### src/rtl/instr_fetch.sv
// Instruction fetch stage: drives the imem request/grant/response handshake, stalls the PC
// while a fetch is outstanding, and hands each word (with its PC and fault flag) to decode.
module instr_fetch #(
    parameter logic [31:0] NOP_INSTR = 32'h00000013
) (
    input  logic        i_clk,
    input  logic        i_rst_n,
    input  logic        i_boot,
    input  logic [31:0] i_pc,
    output logic        o_stall,
    input  logic        i_flush,
    output logic        o_imem_req,
    output logic [31:0] o_imem_addr,
    input  logic        i_imem_gnt,
    input  logic        i_imem_rvalid,
    input  logic [31:0] i_imem_rdata,
    input  logic        i_imem_err,
    output logic [31:0] o_instr,
    output logic [31:0] o_instr_pc,
    output logic        o_instr_valid,
    input  logic        i_decode_ready,
    output logic        o_fetch_fault,
    output logic [2:0]  o_dbg_state
);

    // Handshake: a request is accepted in the cycle o_imem_req && i_imem_gnt; exactly one
    // i_imem_rvalid follows, no earlier than the next cycle. The output slot is offered to
    // decode while o_instr_valid=1 and is consumed in any cycle where i_decode_ready=1.
    typedef enum logic [2:0] {
        S_IDLE  = 3'd0,
        S_REQ   = 3'd1,
        S_WAIT  = 3'd2,
        S_HOLD  = 3'd3,
        S_DRAIN = 3'd4
    } state_t;

    state_t      r_state;
    logic [31:0] r_pend_pc;
    logic [31:0] r_skid_instr;
    logic        r_skid_fault;
    logic        r_trap;
    logic [31:0] r_instr;
    logic [31:0] r_instr_pc;
    logic        r_instr_valid;
    logic        r_fetch_fault;

    logic        w_slot_free;
    logic        w_misaligned;
    logic        w_flush;
    logic        w_req;
    logic        w_dlv_mis;
    logic        w_dlv_rsp;
    logic        w_dlv_skid;
    logic        w_deliver;
    logic [31:0] w_dlv_instr;
    logic [31:0] w_dlv_pc;
    logic        w_dlv_fault;

    assign w_slot_free  = !r_instr_valid || i_decode_ready;
    assign w_misaligned = (i_pc[1:0] != 2'b00);
    assign w_flush      = i_flush && (r_state != S_IDLE);
    assign w_req        = (r_state == S_REQ) && !w_misaligned;

    // A flush in the same cycle always wins over a delivery.
    assign w_dlv_mis  = (r_state == S_REQ) && w_misaligned && w_slot_free && !w_flush;
    assign w_dlv_rsp  = (r_state == S_WAIT) && i_imem_rvalid && w_slot_free && !w_flush;
    assign w_dlv_skid = (r_state == S_HOLD) && i_decode_ready && !w_flush;
    assign w_deliver  = w_dlv_mis || w_dlv_rsp || w_dlv_skid;

    always_comb begin
        w_dlv_instr = r_skid_instr;
        w_dlv_pc    = r_pend_pc;
        w_dlv_fault = r_skid_fault;
        if (w_dlv_mis) begin
            w_dlv_instr = NOP_INSTR;
            w_dlv_pc    = i_pc;
            w_dlv_fault = 1'b1;
        end else if (w_dlv_rsp) begin
            w_dlv_instr = i_imem_err ? NOP_INSTR : i_imem_rdata;
            w_dlv_fault = i_imem_err;
        end
    end

    always_comb begin
        o_imem_req  = 1'b0;
        o_imem_addr = '0;
        o_stall     = 1'b1;
        if (!i_rst_n || r_state == S_IDLE) begin
            o_stall = !i_boot;
        end else begin
            o_imem_req  = w_req;
            o_imem_addr = (r_state == S_REQ) ? i_pc : '0;
            o_stall     = !(w_flush || w_deliver);
        end
    end

    always_ff @(posedge i_clk) begin
        if (!i_rst_n) begin
            r_state       <= S_IDLE;
            r_pend_pc     <= '0;
            r_skid_instr  <= NOP_INSTR;
            r_skid_fault  <= 1'b0;
            r_trap        <= 1'b0;
            r_instr       <= NOP_INSTR;
            r_instr_pc    <= '0;
            r_instr_valid <= 1'b0;
            r_fetch_fault <= 1'b0;
        end else begin
            if (w_flush) begin
                r_instr_valid <= 1'b0;
            end else if (w_deliver) begin
                r_instr       <= w_dlv_instr;
                r_instr_pc    <= w_dlv_pc;
                r_fetch_fault <= w_dlv_fault;
                r_instr_valid <= 1'b1;
            end else if (i_decode_ready) begin
                r_instr_valid <= 1'b0;
            end

            if (i_boot) begin
                r_trap <= 1'b0;
            end

            case (r_state)
                S_IDLE: begin
                    // A misaligned-fetch trap parks the block here until boot or reset.
                    if (!i_boot && !r_trap) begin
                        r_state <= S_REQ;
                    end
                end
                S_REQ: begin
                    if (w_flush) begin
                        r_state <= (w_req && i_imem_gnt) ? S_DRAIN : S_REQ;
                    end else if (w_misaligned) begin
                        if (w_slot_free) begin
                            r_state <= S_IDLE;
                            r_trap  <= 1'b1;
                        end
                    end else if (i_imem_gnt) begin
                        r_pend_pc <= i_pc;
                        r_state   <= S_WAIT;
                    end
                end
                S_WAIT: begin
                    if (w_flush) begin
                        r_state <= i_imem_rvalid ? S_REQ : S_DRAIN;
                    end else if (i_imem_rvalid) begin
                        if (w_slot_free) begin
                            r_state <= S_REQ;
                        end else begin
                            r_skid_instr <= i_imem_err ? NOP_INSTR : i_imem_rdata;
                            r_skid_fault <= i_imem_err;
                            r_state      <= S_HOLD;
                        end
                    end
                end
                S_HOLD: begin
                    if (w_flush || i_decode_ready) begin
                        r_state <= S_REQ;
                    end
                end
                S_DRAIN: begin
                    if (i_imem_rvalid) begin
                        r_state <= S_REQ;
                    end
                end
                default: r_state <= S_IDLE;
            endcase
        end
    end

    assign o_instr       = r_instr;
    assign o_instr_pc    = r_instr_pc;
    assign o_instr_valid = r_instr_valid;
    assign o_fetch_fault = r_fetch_fault;
    assign o_dbg_state   = r_state;

endmodule

### config.mk
export PLATFORM = sky130hd
export DESIGN_NAME = instr_fetch
export DESIGN_NICKNAME = d
export VERILOG_FILES = /design/src/rtl/instr_fetch.sv
export SDC_FILE = /design/constraint.sdc
export NUM_CORES = 1
export LEC_CHECK = 0
export ABC_AREA = 1
export BUFFER_PORTS_ARGS = -buffer_cell sky130_fd_sc_hd__buf_2
export CAP_MARGIN = 5
export CORE_AREA = 4 4 132 102
export DETAILED_ROUTE_END_ITERATION = 8
export DIE_AREA = 0 0 136 106
export PLACE_DENSITY = 0.79
export RECOVER_POWER = 25
export SETUP_SLACK_MARGIN = 0.02
export SYNTH_ARGS = -nofsm -noshare
export SYNTH_HDL_FRONTEND = slang
export SYNTH_SLANG_ARGS = --single-unit
### constraint.sdc
create_clock -name i_clk -period 2 [get_ports i_clk]
set_input_delay 0 -clock i_clk [delete_from_list [all_inputs] [get_ports i_clk]]
set_output_delay 0 -clock i_clk [all_outputs]
set_load 0.01 [all_outputs]
==> results.cfg <==
[status]
outcome = complete, no violations

[floorplanning]
die_h_um = 106
core_um2 = 12130
initial_core_util_pct = 51.47
die_area_um2 = 14420
pin_count = 175
row_count = 35
die_w_um = 136

[sta]
finalHoldViolations = 0
worstMarginPinSlew_ns = 0.6302
rsz0062_at_grt = no
fin_skew_ns = 0.008583
tns_ns = 0
fmaxAchievable_ghz = 0.5405
whs_ns = 0.01292
final-setup-viol-count = 0
finalCritPeriodShare_pct = 92.51
slew_headroom_pct = 57.98
drv_slew = 0
period_minus_slack_ns = 1.850

[place]
place_hpwl_um = 11030
gp_congestion = 0.8858
io_buffer_count = 174

[setup_path]
path_cells = nor2_2 -> nand2_2 -> nand2_4 -> nand2_8 -> nand2_1 -> nor2_4 -> nand2_1 -> o21ai_1 -> buf_2
cp.arrival_ns = 1.85
worst_path_max_delay_cell = dfxtp_2
crit_type = register to primary output
cp-start-kind = register
critPathTopFamily = simple AND/OR/NAND/NOR gates
r2r_start = o_dbg_state[0]$_SDFFE_PN0P_
path_max_fanout = 12
cp.required_ns = 2.00
rrSetupSlack_ns = 0.21
cp_num_buf_inv = 1
worst_setup_path_end_kind = primary output
cpPeakStageDelay_ns = 0.39
reg2reg_depth = 10
cp_common_cell = nand2_1
reg2reg_to = o_instr_pc[20]$_SDFFE_PN0P_

[clocking]
cts_root_buffer = clkbuf_16
cts_buffer_depth = 2
numCtsBuffers = 17
htree_levels = 4
clkLatencyLatePin_ns = 0.42
numClockSinks = 135
clk_pin_slew_ns = 0.06
cts_tree = done

[power_and_ir_drop]
vdd_ir_drop_max_mv = 0.8572
switching_share_pct = 36.28
internal_power_mw = 6.416
seq_power_share_pct = 33.5
pwr-share-comb_pct = 33.7
pwr-share-clk_pct = 32.8
p_leak_nw = 3.876
power_density_nw_per_um2 = 1188
p_switching_mw = 3.653

[global_route]
grt_pass1_wl_um = 30400
grt_max_degree = 75
grt_overflow = 0
antenna_found_initial = 1
grt_usage_pct = 25.84
grt_pass1_vias = 6371

[routing]
num_vias = 6830
totalWireLength_um = 18580
dr_wl_met3_um = 1251
antenna_left = 0
wl_met2_um = 8643
drc = 0
drt_iter0_drc = 636
firstDrtPassIters = 5
routed.top_layer = met4
met1_length_um = 8134
wl_per_cell_um = 13.93
viasPerCell = 5.120

[logic_synthesis]
synth.distinct_cells = 24
syn_nets = 1011
seq_area_frac_synth_pct = 43.29
synthesis.area_um2 = 6243
synthCells = 939
synth-seq-cells = 135
yosysWarnings = 0
avgSynthCellArea_um2 = 6.649

[hold_path]
hp-start = i_pc[1]
hold_end = o_instr_pc[1]$_SDFFE_PN0P_
min_path_type = input pin to register
hold_depth = 5

[layout]
area_growth_syn_to_layout_pct = 35.81
nNetsFinal = 1226
drive_gt1_share_pct = 16.62

[run]
drv_cap = 0
[power groups by stage]
stage	Sequential, mW	Combinational (mW)	Clock, mW
global placement	3.39	3.19	0
floorplan	3.56	1.97	0
detailed placement	3.39	3.23	0
global route	3.42	3.78	3.46
finish	3.37	3.40	3.30
CTS	3.35	3.41	3.33
[metrics by stage]
step / util (%) / instances / power [mW] / instance area (µm²) / setup WS, ns
floorplan: - / 939 / 5.525 / 6243 / 0.4235
global placement: 59.45 / 1233 / 6.575 / 7212 / 0.2152
detailed placement: 59.45 / 1233 / 6.620 / 7212 / 0.1468
CTS: 70.32 / 1332 / 10.09 / 8531 / 0.02096
global route: 69.90 / 1334 / 10.66 / 8479 / 0.02852
finish: 69.90 / 1334 / 10.07 / 8479 / 0.1499
[placed cells by master, fill, tap and decap left out, types with 2 or more instances in the layout]
master         Yosys  final
dlygate4sd3_1      0     66
clkbuf_8           0      6
buf_2             24    115
nand4_1           29     29
dfxtp_2            0      2
or2_2              3      3
buf_4              8     19
nor3_1            35     35
a21oi_1           89     89
nand2_2            2      2
nor2_4             1      5
inv_1             74     74
nor2_2             6      2
nor2_1           114    114
bufinv_16          0      3
o21ai_0           82     81
inv_2              4      4
clkbuf_1          31     62
nand3_2            4      4
o21ai_1           18     19
clkbuf_16          0     17
nand3_1           18     18
dfxtp_1          135    132
nand2_1          253    253
nand2_4            2      2
buf_12             0      3
[Yosys cell counts, drive strengths merged]
cell type	instances	area share (%)
a21oi	90	7.3
buf	37	3.3
clkbuf	31	1.9
clkinv	1	0.060
dfxtp	135	43
inv	78	4.7
nand2	257	16
nand3	22	2.1
nand4	29	2.9
nor2	121	7.6
nor3	35	2.8
o21ai	100	8.0
or2	3	0.30
[timing repair]
| item | 4_1_cts | 5_1_grt |
|---|---|---|
| setup buffers | 0 | 1 |
| pin swaps | 1 | 1 |
| hold endpoints to repair | 70 | 0 |
| setup endpoints to repair | 1 | 3 |
| hold buffers | 66 | 0 |
| gates cloned | 1 | 0 |
| gates resized for setup | 5 | 4 |
[metal layers]
layer,up-vias,track usage (%)
met5,-,0
met4,0,11.44
met3,42,5.771
met2,274,40.71
met1,3066,33.94
li1,3448,-
[worst reg2reg max path: stages, from the launching register on]
cell	delay, ns
dfxtp_2	0.36
nor2_2	0.17
nand2_2	0.09
nand2_4	0.17
nand2_1	0.13
nor2_4	0.18
nor2_4	0.05
buf_4	0.15
buf_4	0.20
nor2_1	0.13
nor2_1	0.05
[sequential cells by signal, summed over array words and instances, names as in the netlist]
register	cells
o_instr	32
o_instr_pc	32
r_pend_pc	32
r_skid_instr	32
o_dbg_state	3
o_fetch_fault	1
o_instr_valid	1
r_skid_fault	1
r_trap	1
[kinds of logic (layout without fill, tap and decap cells)]
logic type | Yosys count | in the layout | share of synthesized area, %
other | 0 | 1 | 0
buffers and inverters | 147 | 374 | 9.920
and+or+nand+nor | 467 | 468 | 31.50
AOI/OAI and AO/OA | 190 | 190 | 15.29
DFF | 135 | 135 | 43.29
[worst max-delay path by stage]
stage	from	endpoint	slack, ns	cells after the start
floorplan	o_dbg_state[1]$_SDFFE_PN0P_	o_instr_pc[10]$_SDFFE_PN0P_	0.42	9
global placement	o_dbg_state[1]$_SDFFE_PN0P_	o_instr_pc[30]$_SDFFE_PN0P_	0.22	9
detailed placement	o_dbg_state[1]$_SDFFE_PN0P_	o_instr_pc[15]$_SDFFE_PN0P_	0.15	9
CTS	o_dbg_state[2]$_SDFFE_PN0P_	o_stall	0.02	9
global route	o_dbg_state[0]$_SDFFE_PN0P_	o_stall	0.03	9
finish	o_dbg_state[0]$_SDFFE_PN0P_	o_stall	0.15	9
[final cells by class]
| type | instances | area [µm²] |
|---|---|---|
| inverters | 79 | 296.5 |
| fillers | 1061 | 3651 |
| diodes | 1 | 2.502 |
| repair buffers | 263 | 1672 |
| well taps | 166 | 207.7 |
| clock buffers | 26 | 519.2 |
| clock inverters | 6 | 111.4 |
| flip-flops and latches | 135 | 2709 |
| multi-input cells | 658 | 2962 |
Note: power is estimated with default switching activity, not from simulation.
